===== config.mk =====
export PLATFORM = sky130hd
export DESIGN_NAME = sync_fifo_param
export DESIGN_NICKNAME = d
export VERILOG_FILES = /design/src/rtl/fifo_pkg.sv /design/src/rtl/fifo_mem_2p.sv /design/src/rtl/sync_fifo_param.sv
export SDC_FILE = /design/constraint.sdc
export NUM_CORES = 1
export LEC_CHECK = 0
export CAP_MARGIN = 40
export CORE_ASPECT_RATIO = 1.25
export CORE_MARGIN = 5
export CORE_UTILIZATION = 50
export CTS_BUF_LIST = sky130_fd_sc_hd__clkbuf_8
export CTS_CLUSTER_DIAMETER = 80
export DETAILED_ROUTE_END_ITERATION = 12
export GPL_ROUTABILITY_DRIVEN = 1
export MAX_ROUTING_LAYER = met4
export PLACE_DENSITY = 0.83
export SKIP_LAST_GASP = 1
export SYNTH_ARGS = -nofsm -noshare
export SYNTH_HDL_FRONTEND = slang
export SYNTH_SLANG_ARGS = --single-unit

===== constraint.sdc =====
create_clock -name CLK -period 3.6 [get_ports CLK]
set_clock_uncertainty 0.15 [all_clocks]
set_input_delay 0.54 -clock CLK [delete_from_list [all_inputs] [get_ports CLK]]
set_output_delay 0.54 -clock CLK [all_outputs]
set_load 0.05 [all_outputs]

===== src/rtl/fifo_pkg.sv =====
// Shared definitions for the parametrised synchronous FIFO family:
// default geometry, pointer/count width helpers and the pointer wrap rule.
package fifo_pkg;

   // Default geometry used when a parent does not override the parameters
   localparam int DEFAULT_WIDTH = 8;
   localparam int DEFAULT_DEPTH = 4;

   // Bits needed to address DEPTH entries (never less than one bit)
   function automatic int ptr_w(input int depth);
      return (depth <= 2) ? 1 : $clog2(depth);
   endfunction

   // Bits needed to hold an occupancy from 0 up to and including DEPTH
   function automatic int cnt_w(input int depth);
      return $clog2(depth + 1);
   endfunction

   // Pointer advance with explicit wrap, so non-power-of-two depths work
   function automatic int ptr_inc(input int p, input int depth);
      return (p == depth - 1) ? 0 : p + 1;
   endfunction

endpackage


===== src/rtl/fifo_mem_2p.sv =====
// DEPTH x WIDTH storage for the FIFO: registered write port, asynchronous
// (combinational) read port. Contents are intentionally not reset.
module fifo_mem_2p
   import fifo_pkg::*;
#(
   parameter int WIDTH = DEFAULT_WIDTH,
   parameter int DEPTH = DEFAULT_DEPTH,
   parameter int AW    = ptr_w(DEPTH)
) (
   input  logic             CLK,
   input  logic             write_en,
   input  logic [AW-1:0]    write_addr,
   input  logic [WIDTH-1:0] write_data,
   input  logic [AW-1:0]    read_addr,
   output logic [WIDTH-1:0] read_data
);

   logic [WIDTH-1:0] mem [DEPTH];

   // Store the incoming word on an accepted write
   always_ff @(posedge CLK) begin
      if (write_en) begin
         mem[write_addr] <= write_data;
      end
   end

   // Head word is read combinationally so the FIFO can present it show-ahead
   assign read_data = mem[read_addr];

endmodule


===== src/rtl/sync_fifo_param.sv =====
// Parametrised single-clock show-ahead FIFO with en/rdy handshakes,
// occupancy count and almost-full / almost-empty thresholds.
// Optional build macro SYNC_FIFO_ERR_FLAGS_EN enables the sticky
// overflow/underflow flags; without it both outputs are tied low.
module sync_fifo_param
   import fifo_pkg::*;
#(
   parameter int WIDTH    = DEFAULT_WIDTH,
   parameter int DEPTH    = DEFAULT_DEPTH,
   parameter int AF_LEVEL = DEPTH - 1,
   parameter int AE_LEVEL = 1
) (
   input  logic                       CLK,
   input  logic                       RST,
   input  logic                       write_en,
   input  logic [WIDTH-1:0]           write_data,
   output logic                       write_rdy,
   input  logic                       read_en,
   output logic [WIDTH-1:0]           read_data,
   output logic                       read_rdy,
   output logic [$clog2(DEPTH+1)-1:0] count,
   output logic                       almost_full,
   output logic                       almost_empty,
   output logic                       overflow,
   output logic                       underflow
);

   localparam int PW = ptr_w(DEPTH);
   localparam int CW = cnt_w(DEPTH);
   localparam logic [CW-1:0] FULL_CNT = CW'(DEPTH);

   logic [PW-1:0]    wptr;
   logic [PW-1:0]    rptr;
   logic             wr_acc;
   logic             rd_acc;
   logic [WIDTH-1:0] mem_rdata;

   // Handshake flags come straight from the registered count, so a write and
   // a read on the same edge are both judged against the pre-edge occupancy.
   assign write_rdy = (count != FULL_CNT);
   assign read_rdy  = (count != '0);
   assign wr_acc    = write_en && write_rdy;
   assign rd_acc    = read_en && read_rdy;

   // Threshold flags decode registered count only, keeping them glitch-free
   assign almost_full  = (int'(count) >= AF_LEVEL);
   assign almost_empty = (int'(count) <= AE_LEVEL);

   // Empty FIFO shows zero rather than whatever stale word rptr points at
   assign read_data = read_rdy ? mem_rdata : '0;

   // Write and read pointers advance independently on accepted transfers
   always_ff @(posedge CLK or posedge RST) begin
      if (RST) begin
         wptr <= '0;
         rptr <= '0;
      end else begin
         if (wr_acc) begin
            wptr <= PW'(ptr_inc(int'(wptr), DEPTH));
         end
         if (rd_acc) begin
            rptr <= PW'(ptr_inc(int'(rptr), DEPTH));
         end
      end
   end

   // Occupancy: a simultaneous accepted write and read leave it unchanged
   always_ff @(posedge CLK or posedge RST) begin
      if (RST) begin
         count <= '0;
      end else begin
         unique case ({wr_acc, rd_acc})
            2'b10:   count <= count + 1'b1;
            2'b01:   count <= count - 1'b1;
            default: count <= count;
         endcase
      end
   end

   fifo_mem_2p #(
      .WIDTH (WIDTH),
      .DEPTH (DEPTH),
      .AW    (PW)
   ) u_mem (
      .CLK        (CLK),
      .write_en   (wr_acc),
      .write_addr (wptr),
      .write_data (write_data),
      .read_addr  (rptr),
      .read_data  (mem_rdata)
   );

`ifdef SYNC_FIFO_ERR_FLAGS_EN
   // Sticky protocol-error flags: any request made while not ready latches
   // the matching flag one cycle later; only RST clears them.
   always_ff @(posedge CLK or posedge RST) begin
      if (RST) begin
         overflow  <= 1'b0;
         underflow <= 1'b0;
      end else begin
         if (write_en && !write_rdy) begin
            overflow <= 1'b1;
         end
         if (read_en && !read_rdy) begin
            underflow <= 1'b1;
         end
      end
   end
`else
   assign overflow  = 1'b0;
   assign underflow = 1'b0;
`endif

endmodule

# [Yosys cells after proc, flatten, opt, wreduce, memory -nomap -nowiden]
# Memory sizes are Yosys's and may differ from the RTL's.
# Index checks and enable logic that the tools add are counted.
[word_totals] regBits=7 ram_bits=32 output_inout_bits=17 elab_cells=25 mem_count=1
[op_classes] addsub=4 order_cmp=2 eq_ne=5 mux=6 n_reduce_logical=4
[memory_table] memory="u_mem.mem" words=4 width=8 rd=1 rd_clocked_by_memory_dff=0 write_ports=1 line="fifo_mem_2p.sv:18" rtl="logic [WIDTH-1:0] mem [DEPTH];"
[op_table] cell="$mux W8" n=1
[op_table] cell="$eq A2 B1 Y1 const B" n=3
[op_table] cell="$pmux W3 S2" n=1
[op_table] cell="$add A2 B1 Y2 const B" n=2
[op_table] cell="$mux W2" n=2
[op_table] cell="$add A3 B1 Y3 const B" n=1
[op_table] cell="$ge A3 B2 Y1 const B" n=1
[op_table] cell="$le A3 B1 Y1 const B" n=1
[op_table] cell="$ne A3 B3 Y1 const B" n=1
[op_table] cell="$reduce_bool A3 Y1" n=1
[op_table] cell="$sub A3 B1 Y3 const B" n=1
[op_table] cell="$eq A2 B2 Y1 const B" n=1
[op_table] cell="$logic_and A1 B1 Y1" n=2
[op_table] cell="$mux W1" n=2
[op_table] cell="$reduce_bool A2 Y1" n=1

# [Depth between registers and ports, before layout]
# Gate-level depths: netlist of run 1.
[depth] ltp_word=4 depth_mapped=9 ltp_nobuf=9

# [Hierarchy]
# Synthesis of run 1 repeated with hierarchy kept, for this count alone.
[unflattened] cells_unflattened=102 area_unflattened_um2=1732.9
[by_module_without_submodules] module="fifo_mem_2p" instances=1 cells_each=46 area_each_um2=1188.6 seq_area_each_um2=960.9
[by_module_without_submodules] module="sync_fifo_param" instances=1 cells_each=56 area_each_um2=544.3 seq_area_each_um2=175.2

# [Least setup slack after synthesis of run 1]
# OpenSTA, ideal clock, no wires.
[synth_timing] kind="flip-flop to output port" from="register count[0]" to="output port read_data[0]" arrival_time_ns=2.314 setup_slack_ns=0.596 stages_incl_launch_ff=6 cell_sequence="dfrtp_1 inv_1 ha_1 nand2b_4 nand2_1 o22ai_1"
[synth_between] elab_chain_len=2
[synth_lines] item="start, declared" line="sync_fifo_param.sv:21" rtl="output logic [$clog2(DEPTH+1)-1:0] count,"
[synth_lines] item="start signal, assigned" line="sync_fifo_param.sv:73" rtl="2'b10: count <= count + 1'b1;"
[synth_lines] item="start signal, assigned" line="sync_fifo_param.sv:74" rtl="2'b01: count <= count - 1'b1;"
[synth_lines] item="start signal, assigned" line="sync_fifo_param.sv:75" rtl="default: count <= count;"
[synth_lines] item="$reduce_bool A3 Y1" line="sync_fifo_param.sv:41" rtl="assign read_rdy = (count != '0);"
[synth_lines] item="named net read_rdy" line="sync_fifo_param.sv:20" rtl="output logic read_rdy,"
[synth_lines] item="$mux W8" line="sync_fifo_param.sv:50" rtl="assign read_data = read_rdy ? mem_rdata : '0;"
[synth_lines] item="end, declared" line="sync_fifo_param.sv:19" rtl="output logic [WIDTH-1:0] read_data,"
# The timed path passes the listed nets, and every way through them passes these cells.

# [Worst setup path after layout of run 1]
[layout_timing] from="register count[0]" to="output port read_data[6]"
[layout_between] elab_chain_len=2
[layout_lines] item="$reduce_bool A3 Y1" line="sync_fifo_param.sv:41"
[layout_lines] item="$mux W8" line="sync_fifo_param.sv:50"
# Every way passes these cells.

==> impl_metrics.yaml, run 1 <==
worst_hold_path:
  hold_class: "primary input to async pin"
clock_tree:
  clock_sinks: 39
  clockBufferDepth: 2
  cts_hold_buf: 0
  cts_setup_buffers: 0
  clk_pin_slew_worst_paths_ps: 70
  ctsResizeCount: 0
  cts_buffers: 5
  clkLatencyLatePin_ps: 280
  root_buffer: "clkbuf_8"
  cts_tree: "yes"
  h-tree-depth: 2
timing:
  period_share_pct: 88.56
  slew_violations: 0
  setup_viol: 0
  timing.setup.tns_ps: 0
  worstMarginPinSlew_ps: 542.5
  fin_crit_ps: 3188
  hold_viol: 0
  max_slew_margin_pct: 63.76
  rsz0062_at_grt: "false"
  fmax_mhz: 313.7
placed_design:
  hpwl_um: 2164
  place_congestion: 0.8164
  place.port_buffers: 26
critical_path:
  path_max_fanout: 8
  critPathRequiredTime_ps: 2910
  rr_endpoint: "u_mem.mem[0][0]"
  slowest_stage: "clkdlybuf4s50_1"
  critPathKind: "flip-flop to output port"
  cp-start-kind: "flip-flop"
  worstSetupEndpointType: "output port"
  r2r_start: "count[0]"
  max_stage_delay_ps: 820
  r2r_cells: 4
  crit_path_cell_trace: "inv_1 > ha_1 > nand2b_4 > nand2b_1 > o22ai_1 > clkdlybuf4s50_1"
  crit_arrival_ps: 2500
  path_buf_inv: 2
  path_delay_family: "buffers and inverters"
  ff2ff_setup_slack_ps: 1340
global_route:
  grt_overflow_total: 0
  antenna_found_initial: 0
  grt_max_degree: 17
  grt_pass1_vias: 1035
  grt_use_total_pct: 13.66
  grt_pass1_wl_um: 4878
synth:
  synth_seq_area_share_pct: 64.49
  synth_mux_area_share_pct: 10.80
  synth_compound_area_share_pct: 5.682
  yosys.area.top_type: "edfxtp_1"
  synth-main-ff-cell: "edfxtp_1"
  synth_fa_ha_area_share_pct: 7.813
  syn_inst: 119
  synthXorXnorAreaFrac_pct: 0.9943
  synth_common_cells: "edfxtp_1, mux2i_1, ha_1, inv_1, o22ai_1"
  netlist_top_cells_area: "edfxtp_1, dfrtp_1, mux2i_1"
  synth_seq_cells: 39
  yosysTopAreaCellShare_pct: 54.55
  synth.distinct_cells: 21
  syn_area_per_cell_um2: 14.80
  syn_area_um2: 1762
  synth_top_family_by_area: "multiplexers"
  async_reset_ff_share_pct: 17.95
  yosysMostFrequentCell: "edfxtp_1"
  synth_edf_count: 32
  synth-simple-area-share_pct: 5.327
  yosys_warnings: 0
floorplanning:
  fp.dieW_um: 63.09
  dieArea_um2: 4818
  die_y_um: 76.37
  core_area_um2: 3453
  io_pins: 29
  initial_utilization_pct: 51.01
  rows: 24
routing:
  wl_met1_um: 1127
  wl_met2_um: 1573
  drc: 0
  route.met3.wl_um: 127
  vias: 987
  wl_um: 2893
  drt_iter0_markers: 21
  dr.pass1.iters: 4
  wl_per_cell_um: 15.31
  routed_via_density: 5.222
  postRouteAntennaNets: 0
  top_signal_layer_used: "met4"
finish:
  drive_gt1_share_pct: 8.000
  antenna_cells_inserted: 0
  syn_to_final_growth_pct: 21.38
  nets: 172
outcome:
  status: "finished clean"
run:
  cap_violations: 0
-- cell usage in the layout (no fill, tap or decap) --
cell             netlist  routed
a21oi_1                2       2
a31oi_1                1       1
nand2b_4               1       1
nand2b_1               1       1
dfrtp_1                7       7
edfxtp_1              32      32
o22ai_1                9       9
buf_16                 0       1
xnor2_1                2       2
inv_1                  9      10
nor2_1                 5       5
ha_1                  11      11
clkinv_2               0       1
and2_1                 4       4
nand2_4                1       1
mux2i_1               16      16
clkdlybuf4s50_1        0      26
nand2_1                5       5
clkinvlp_4             0       1
o21ai_0                4       4
mux2_4                 2       2
conb_1                 1       2
a21boi_1               1       1
clkbuf_8               0       5
-- kinds of logic after synthesis --
kind of cell             after synthesis
XOR/XNOR                               2
flip-flops                            39
AND/OR/NAND/NOR                       17
adder cells (fa/ha/maj)               11
multiplexers                          18
other                                  1
buffers and inverters                 14
AO/OA/AOI/OAI                         17
-- how the worst max path moves through the flow --
stage	start	to	slack (ps)	cells past startpoint
2_1_floorplan	count[0]	read_data[0]	600	5
3_3_place_gp	count[0]	read_data[2]	740	6
3_5_place_dp	count[0]	read_data[2]	700	6
4_1_cts	count[0]	read_data[2]	380	6
5_1_grt	count[0]	read_data[5]	220	6
6_report	count[0]	read_data[6]	410	6
-- registers in the layout (all words and copies together), names as in the netlist --
name	cells
u_mem.mem	32
count	3
rptr	2
wptr	2
-- layout make-up --
cell class	count	area [um2]
Sequential cell	39	1136
Timing Repair Buffer	27	287.8
Clock inverter	3	16.27
Tap cell	39	48.80
Multi-Input combinational cell	67	546.8
Fill cell	257	1315
Clock buffer	5	68.82
Inverter	9	33.78
-- routing by layer --
metal  up-vias  global-route usage, %
met2        20                  21.97
met1       474                  14.71
li1        487                      -
met5         -                      -
met4         0                  6.369
met3         6                  5.162
-- through the flow --
| step | hold WS (ps) | cells | utilization (%) | worst slack (ps) | cell area (um2) |
|---|---|---|---|---|---|
| 5_1_grt | 335.1 | 189 | 61.92 | 222.9 | 2138 |
| 6_report | 337.4 | 189 | 61.92 | 411.9 | 2138 |
| 3_5_place_dp | 387.1 | 181 | 59.46 | 699.3 | 2053 |
| 4_1_cts | 339.0 | 189 | 61.92 | 376.5 | 2138 |
| 2_1_floorplan | 193.4 | 120 | - | 596.4 | 1765 |
| 3_3_place_gp | 376.7 | 180 | 58.66 | 742.7 | 2026 |
Power of run 1 is left out: the tool's default activity adds up to more than one toggle a clock period on the data nets, which glitch-free logic cannot reach.
==> run 2, diff against run 1 <==
--- a/config.mk
+++ b/config.mk
@@ -8,13 +8,14 @@
 export CAP_MARGIN = 40
 export CORE_ASPECT_RATIO = 1.25
 export CORE_MARGIN = 5
-export CORE_UTILIZATION = 50
+export CORE_UTILIZATION = 49
 export CTS_BUF_LIST = sky130_fd_sc_hd__clkbuf_8
 export CTS_CLUSTER_DIAMETER = 80
 export DETAILED_ROUTE_END_ITERATION = 12
 export GPL_ROUTABILITY_DRIVEN = 1
+export GPL_TIMING_DRIVEN = 0
 export MAX_ROUTING_LAYER = met4
-export PLACE_DENSITY = 0.83
+export PLACE_DENSITY = 0.84
 export SKIP_LAST_GASP = 1
 export SYNTH_ARGS = -nofsm -noshare
 export SYNTH_HDL_FRONTEND = slang
==> constraint.sdc (replaced) <==
create_clock -name CLK -period 2.8 [get_ports CLK]
set_clock_uncertainty 0.15 [all_clocks]
set_input_delay 0.42 -clock CLK [delete_from_list [all_inputs] [get_ports CLK]]
set_output_delay 0.42 -clock CLK [all_outputs]
set_load 0.05 [all_outputs]
==> impl_metrics.yaml, run 2 (synthesized netlist as in run 1, its figures left out) <==
critical_path:
  cp-start-kind: "flip-flop"
  r2r_start: "count[0]"
  crit_path_cell_trace: "inv_1 > ha_1 > nand2b_4 > nand2_1 > o22ai_1 > clkdlybuf4s15_2"
  path_max_fanout: 8
  ff2ff_setup_slack_ps: 480
  slowest_stage: "dfrtp_1"
  cp-startpoint: "count[0]"
  critPathRequiredTime_ps: 2230
  crit_arrival_ps: 2090
  max_stage_delay_ps: 430
  path_delay_family: "buffers and inverters"
  path_buf_inv: 2
  worstSetupEndpointType: "output port"
  critPathKind: "flip-flop to output port"
routing:
  postRouteAntennaNets: 0
  drt_iter0_markers: 27
  wl_um: 3233
  drc: 0
  dr.pass1.iters: 4
  vias: 1002
  wl_per_cell_um: 16.75
  routed_via_density: 5.192
clock_tree:
  root_buffer: "clkbuf_8"
  cts_hold_buf: 0
  cts_buffers: 5
  cts_tree: "yes"
  clkLatencyLatePin_ps: 290
  h-tree-depth: 2
  clockBufferDepth: 2
  clk_pin_slew_worst_paths_ps: 70
  clock_sinks: 39
timing:
  period_share_pct: 94.91
  hold_viol: 0
  setup_viol: 0
  max_slew_margin_pct: 66.21
  rsz0062_at_grt: "false"
  fin_crit_ps: 2657
  worst_slack_ps: 142.6
  worstMarginPinSlew_ps: 505.3
  slew_violations: 0
  fmax_mhz: 376.3
global_route:
  antenna_found_initial: 0
  grt_use_total_pct: 14.43
  grt_pass1_wl_um: 5257
  grt_max_degree: 13
  grt_overflow_total: 0
  grt_pass1_vias: 1068
finish:
  nets: 176
  syn_to_final_growth_pct: 24.08
  largest_reg_flops: 32
  antenna_cells_inserted: 0
  fillers: 262
  final_cell_mix: "edfxtp_1, clkdlybuf4s50_1, mux2i_1, ha_1, inv_1"
  drive_gt1_share_pct: 15.58
  top_regs: "u_mem.mem: 32 flops, count: 3 flops"
  largest_register: "u_mem.mem"
  final_common_cell: "edfxtp_1"
  instances_no_fill: 193
placed_design:
  dp_cells: 185
  pre_cts_ws_ps: -92.20
  place_congestion: 0.8140
  hpwl_um: 2251
  place.port_buffers: 26
floorplanning:
  dieArea_um2: 4902
  fp.dieW_um: 63.63
  initial_utilization_pct: 50.57
  rows: 24
  io_pins: 29
  core_area_um2: 3483
  die_y_um: 77.04
outcome:
  status: "finished clean"
worst_hold_path:
  hold_class: "primary input to async pin"
run:
  cap_violations: 0
==> run 2: worst reg2reg max path, stage by stage, from the launching register on <==
cell and delay (ps):
dfrtp_1 430, inv_1 130, ha_1 280, a21boi_1 450, inv_1 110, ha_1 370, a21oi_1 170, o22ai_1 110
==> run 2: layer usage <==
| metal | track usage (%) | wire (um) | vias up |
|---|---|---|---|
| met5 | - | 0 | - |
| met1 | 15.80 | 1223 | 490 |
| met3 | 4.825 | 118 | 4 |
| li1 | - | - | 491 |
| met2 | 24.29 | 1846 | 17 |
| met4 | 4.990 | 44 | 0 |
==> run 2: cell type report <==
type,instances,area [um2],share of cell area (%)
inverters,9,33.78,1.546
flip-flops and latches,39,1136,51.97
well taps,39,48.80,2.232
plain buffers,5,48.80,2.232
clock buffers,5,68.82,3.148
repair buffers,26,239.0,10.93
multi-input cells,67,546.8,25.01
clock inverters,3,63.81,2.919
==> run 2: metrics by stage <==
| step | instance area [um2] | TNS (ps) | hold slack (ps) | utilization (%) |
|---|---|---|---|---|
| 6_report | 2186 | 0 | 204.2 | 62.75 |
| 5_1_grt | 2186 | 0 | 221.7 | 62.75 |
| 4_1_cts | 2217 | 0 | 206.9 | 63.65 |
| 3_5_place_dp | 2074 | -345.2 | 395.1 | 59.55 |
| 3_3_place_gp | 2074 | -6.389 | 384.7 | 59.55 |
| 2_1_floorplan | 1765 | -667.8 | 73.40 | - |
==> run 2: final timing paths <==
check / endpoint / cells past startpoint
setup / recovery: read_data[3] / 6
setup reg to reg: count[2] / 7
hold / removal: count[1] / 2
hold reg to reg: count[1] / 2
min in group CLK: count[1] / 2
max in group asynchronous: rptr[1] / 2
==> run 2: repair_timing <==
action	in CTS	in global routing
resized for setup	24	10
buffers inserted	0	0
endpoints found under the setup margin	8	5
Power of run 2 is left out for the same reason.
==> run 3, diff against run 2 <==
--- a/config.mk
+++ b/config.mk
@@ -5,17 +5,18 @@
 export SDC_FILE = /design/constraint.sdc
 export NUM_CORES = 1
 export LEC_CHECK = 0
+export ABC_AREA = 1
 export CAP_MARGIN = 40
 export CORE_ASPECT_RATIO = 1.25
 export CORE_MARGIN = 5
-export CORE_UTILIZATION = 49
+export CORE_UTILIZATION = 50
 export CTS_BUF_LIST = sky130_fd_sc_hd__clkbuf_8
 export CTS_CLUSTER_DIAMETER = 80
 export DETAILED_ROUTE_END_ITERATION = 12
 export GPL_ROUTABILITY_DRIVEN = 1
 export GPL_TIMING_DRIVEN = 0
 export MAX_ROUTING_LAYER = met4
-export PLACE_DENSITY = 0.84
+export PLACE_DENSITY = 0.82
 export SKIP_LAST_GASP = 1
 export SYNTH_ARGS = -nofsm -noshare
 export SYNTH_HDL_FRONTEND = slang
==> constraint.sdc (replaced) <==
create_clock -name CLK -period 3 [get_ports CLK]
set_clock_uncertainty 0.15 [all_clocks]
set_input_delay 0.45 -clock CLK [delete_from_list [all_inputs] [get_ports CLK]]
set_output_delay 0.45 -clock CLK [all_outputs]
set_load 0.05 [all_outputs]
==> impl_metrics.yaml, run 3 <==
outcome:
  status: "finished clean"
timing:
  setup_viol: 0
  fmax_mhz: 386.7
  slew_violations: 0
  hold_viol: 0
  fin_crit_ps: 2586
  max_slew_margin_pct: 48.20
  worstMarginPinSlew_ps: 774.1
  worst_hold_slack_ps: 245.7
  period_share_pct: 86.19
  worst_slack_ps: 414.2
  rsz0062_at_grt: "false"
critical_path:
  crit_path_cell_trace: "ha_1 > ha_1 > nor2_1 > o21ai_0 > clkdlybuf4s50_1"
  critPathKind: "flip-flop to output port"
  crit_arrival_ps: 1990
  worstSetupEndpointType: "output port"
  path_delay_family: "buffers and inverters"
  crit_top_cell: "ha_1"
  path_buf_inv: 1
  path_max_fanout: 5
  cp-start-kind: "flip-flop"
  cp.depth: 5
  r2r_cells: 5
  critPathRequiredTime_ps: 2400
  max_stage_delay_ps: 700
  slowest_stage: "clkdlybuf4s50_1"
clock_tree:
  root_buffer: "clkbuf_8"
  clkLatencyLatePin_ps: 280
  clock_sinks: 39
  clockBufferDepth: 2
  h-tree-depth: 2
  clk_pin_slew_worst_paths_ps: 70
  cts_tree: "yes"
  cts_hold_buf: 0
  cts_buffers: 5
placed_design:
  hpwl_um: 2478
  place.port_buffers: 26
  pre_cts_ws_ps: 342.9
  place_congestion: 0.7897
finish:
  final_common_cell: "inv_1"
  fillers: 300
  drive_gt1_share_pct: 8.734
  syn_to_final_growth_pct: 21.73
  largest_register: "u_mem.mem"
  utilization_pct: 62.37
  antenna_cells_inserted: 0
  nets: 251
  final_cell_mix: "inv_1, nand2_1, edfxtp_1, clkdlybuf4s50_1, nand3_1"
  top_regs: "u_mem.mem: 32 flops, count: 3 flops"
  largest_reg_flops: 32
global_route:
  grt_pass1_vias: 1315
  grt_use_total_pct: 15.35
  antenna_found_initial: 0
  grt_pass1_wl_um: 5858
  grt_overflow_total: 0
  grt_max_degree: 13
floorplanning:
  io_pins: 29
  core_area_um2: 3754
  dieArea_um2: 5194
  initial_utilization_pct: 51.23
  fp.dieW_um: 65.47
  die_y_um: 79.34
  rows: 25
synth:
  synth_edf_count: 32
  async_reset_ff_share_pct: 17.95
  synth-main-ff-cell: "edfxtp_1"
  synth_seq_cells: 39
  yosysTopAreaCellShare_pct: 49.97
  synth_common_cells: "inv_1, nand2_1, edfxtp_1, nand3_1"
  synth_seq_area_share_pct: 59.08
  synth.distinct_cells: 20
  yosys.area.top_type: "edfxtp_1"
  syn_area_per_cell_um2: 9.913
  syn_area_um2: 1923
  syn_inst: 194
  yosys_warnings: 0
  netlist_top_cells_area: "edfxtp_1, dfrtp_1, inv_1"
  yosysMostFrequentCell: "inv_1"
power:
  leakagePower_nw: 1.164
  ir_drop_v: 0.0006722
  p_per_area_nw_per_um2: 1121
routing:
  routed_via_density: 4.743
  drt_iter0_markers: 63
  postRouteAntennaNets: 0
  dr.pass1.iters: 4
  wl_um: 3571
  wl_per_cell_um: 13.28
  vias: 1276
  drc: 0
worst_hold_path:
  hold_class: "primary input to async pin"
run:
  cap_violations: 0
[run 3: what timing repair did]
| item | CTS | global route |
|---|---|---|
| endpoints found under the setup margin | 0 | 8 |
| gates resized for setup | 0 | 8 |
| endpoints found under the hold margin | 0 | 0 |
| buffers inserted | 0 | 0 |
[run 3: metal layers]
| layer | GRT usage (%) | wire length [um] | vias to the layer above |
|---|---|---|---|
| met4 | 5.602 | 42 | 0 |
| met3 | 3.678 | 169 | 6 |
| met2 | 25.63 | 1885 | 32 |
| met1 | 17.95 | 1473 | 572 |
| met5 | - | 0 | - |
| li1 | - | - | 666 |
[run 3: cell families (layout without fill, tap and decap cells)]
group	after synthesis	after routing	synth area share, %
buffers and inverters	55	89	12.95
and+or+nand+nor	69	69	15.09
other	1	2	0.1950
adders and majority gates	11	11	7.157
xor gates and xnor gates	2	2	0.9110
DFF	39	39	59.08
AOI/OAI and AO/OA	17	17	4.619
[run 3: area by class of cell]
cell class / count / area (um2) / share of cell area, %
clock buffers: 5 / 68.82 / 2.940
repair buffers: 26 / 280.3 / 11.97
inverters: 49 / 188.9 / 8.071
plain buffers: 6 / 60.06 / 2.565
well taps: 40 / 50.05 / 2.138
multi-input cells: 101 / 541.8 / 23.14
flip-flops and latches: 39 / 1136 / 48.53
clock inverters: 3 / 15.01 / 0.6414
[run 3: path summary, 6_finish.rpt]
check                              start              end  slack (ps)
worst max-delay path            count[0]      almost_full         410
max in group asynchronous            RST          rptr[1]        2230
worst min register to register  count[1]         count[1]         410
min in group CLK                count[1]         count[1]         410
worst min-delay path                 RST         count[1]         250
worst max register to register  count[0]  u_mem.mem[0][4]         870
[run 3: through the flow]
stage	power [W]	instances	cell area, um2	setup TNS (ps)
2_1_floorplan	0.001878	195	1927	-638.6
3_3_place_gp	0.002300	261	2237	0
3_5_place_dp	0.002329	261	2237	0
4_1_cts	0.002659	269	2321	0
5_1_grt	0.002801	269	2341	0
6_report	0.002624	269	2341	0
[run 3: report_power, final]
group          total (W)  switching, W  internal [W]  leakage, nW
clock network   0.000331      0.000172      0.000159       0.0477
registers       0.000792     0.0000636      0.000729        0.374
logic            0.00150       0.00100      0.000497        0.742
(Power assumes the default switching activity.)
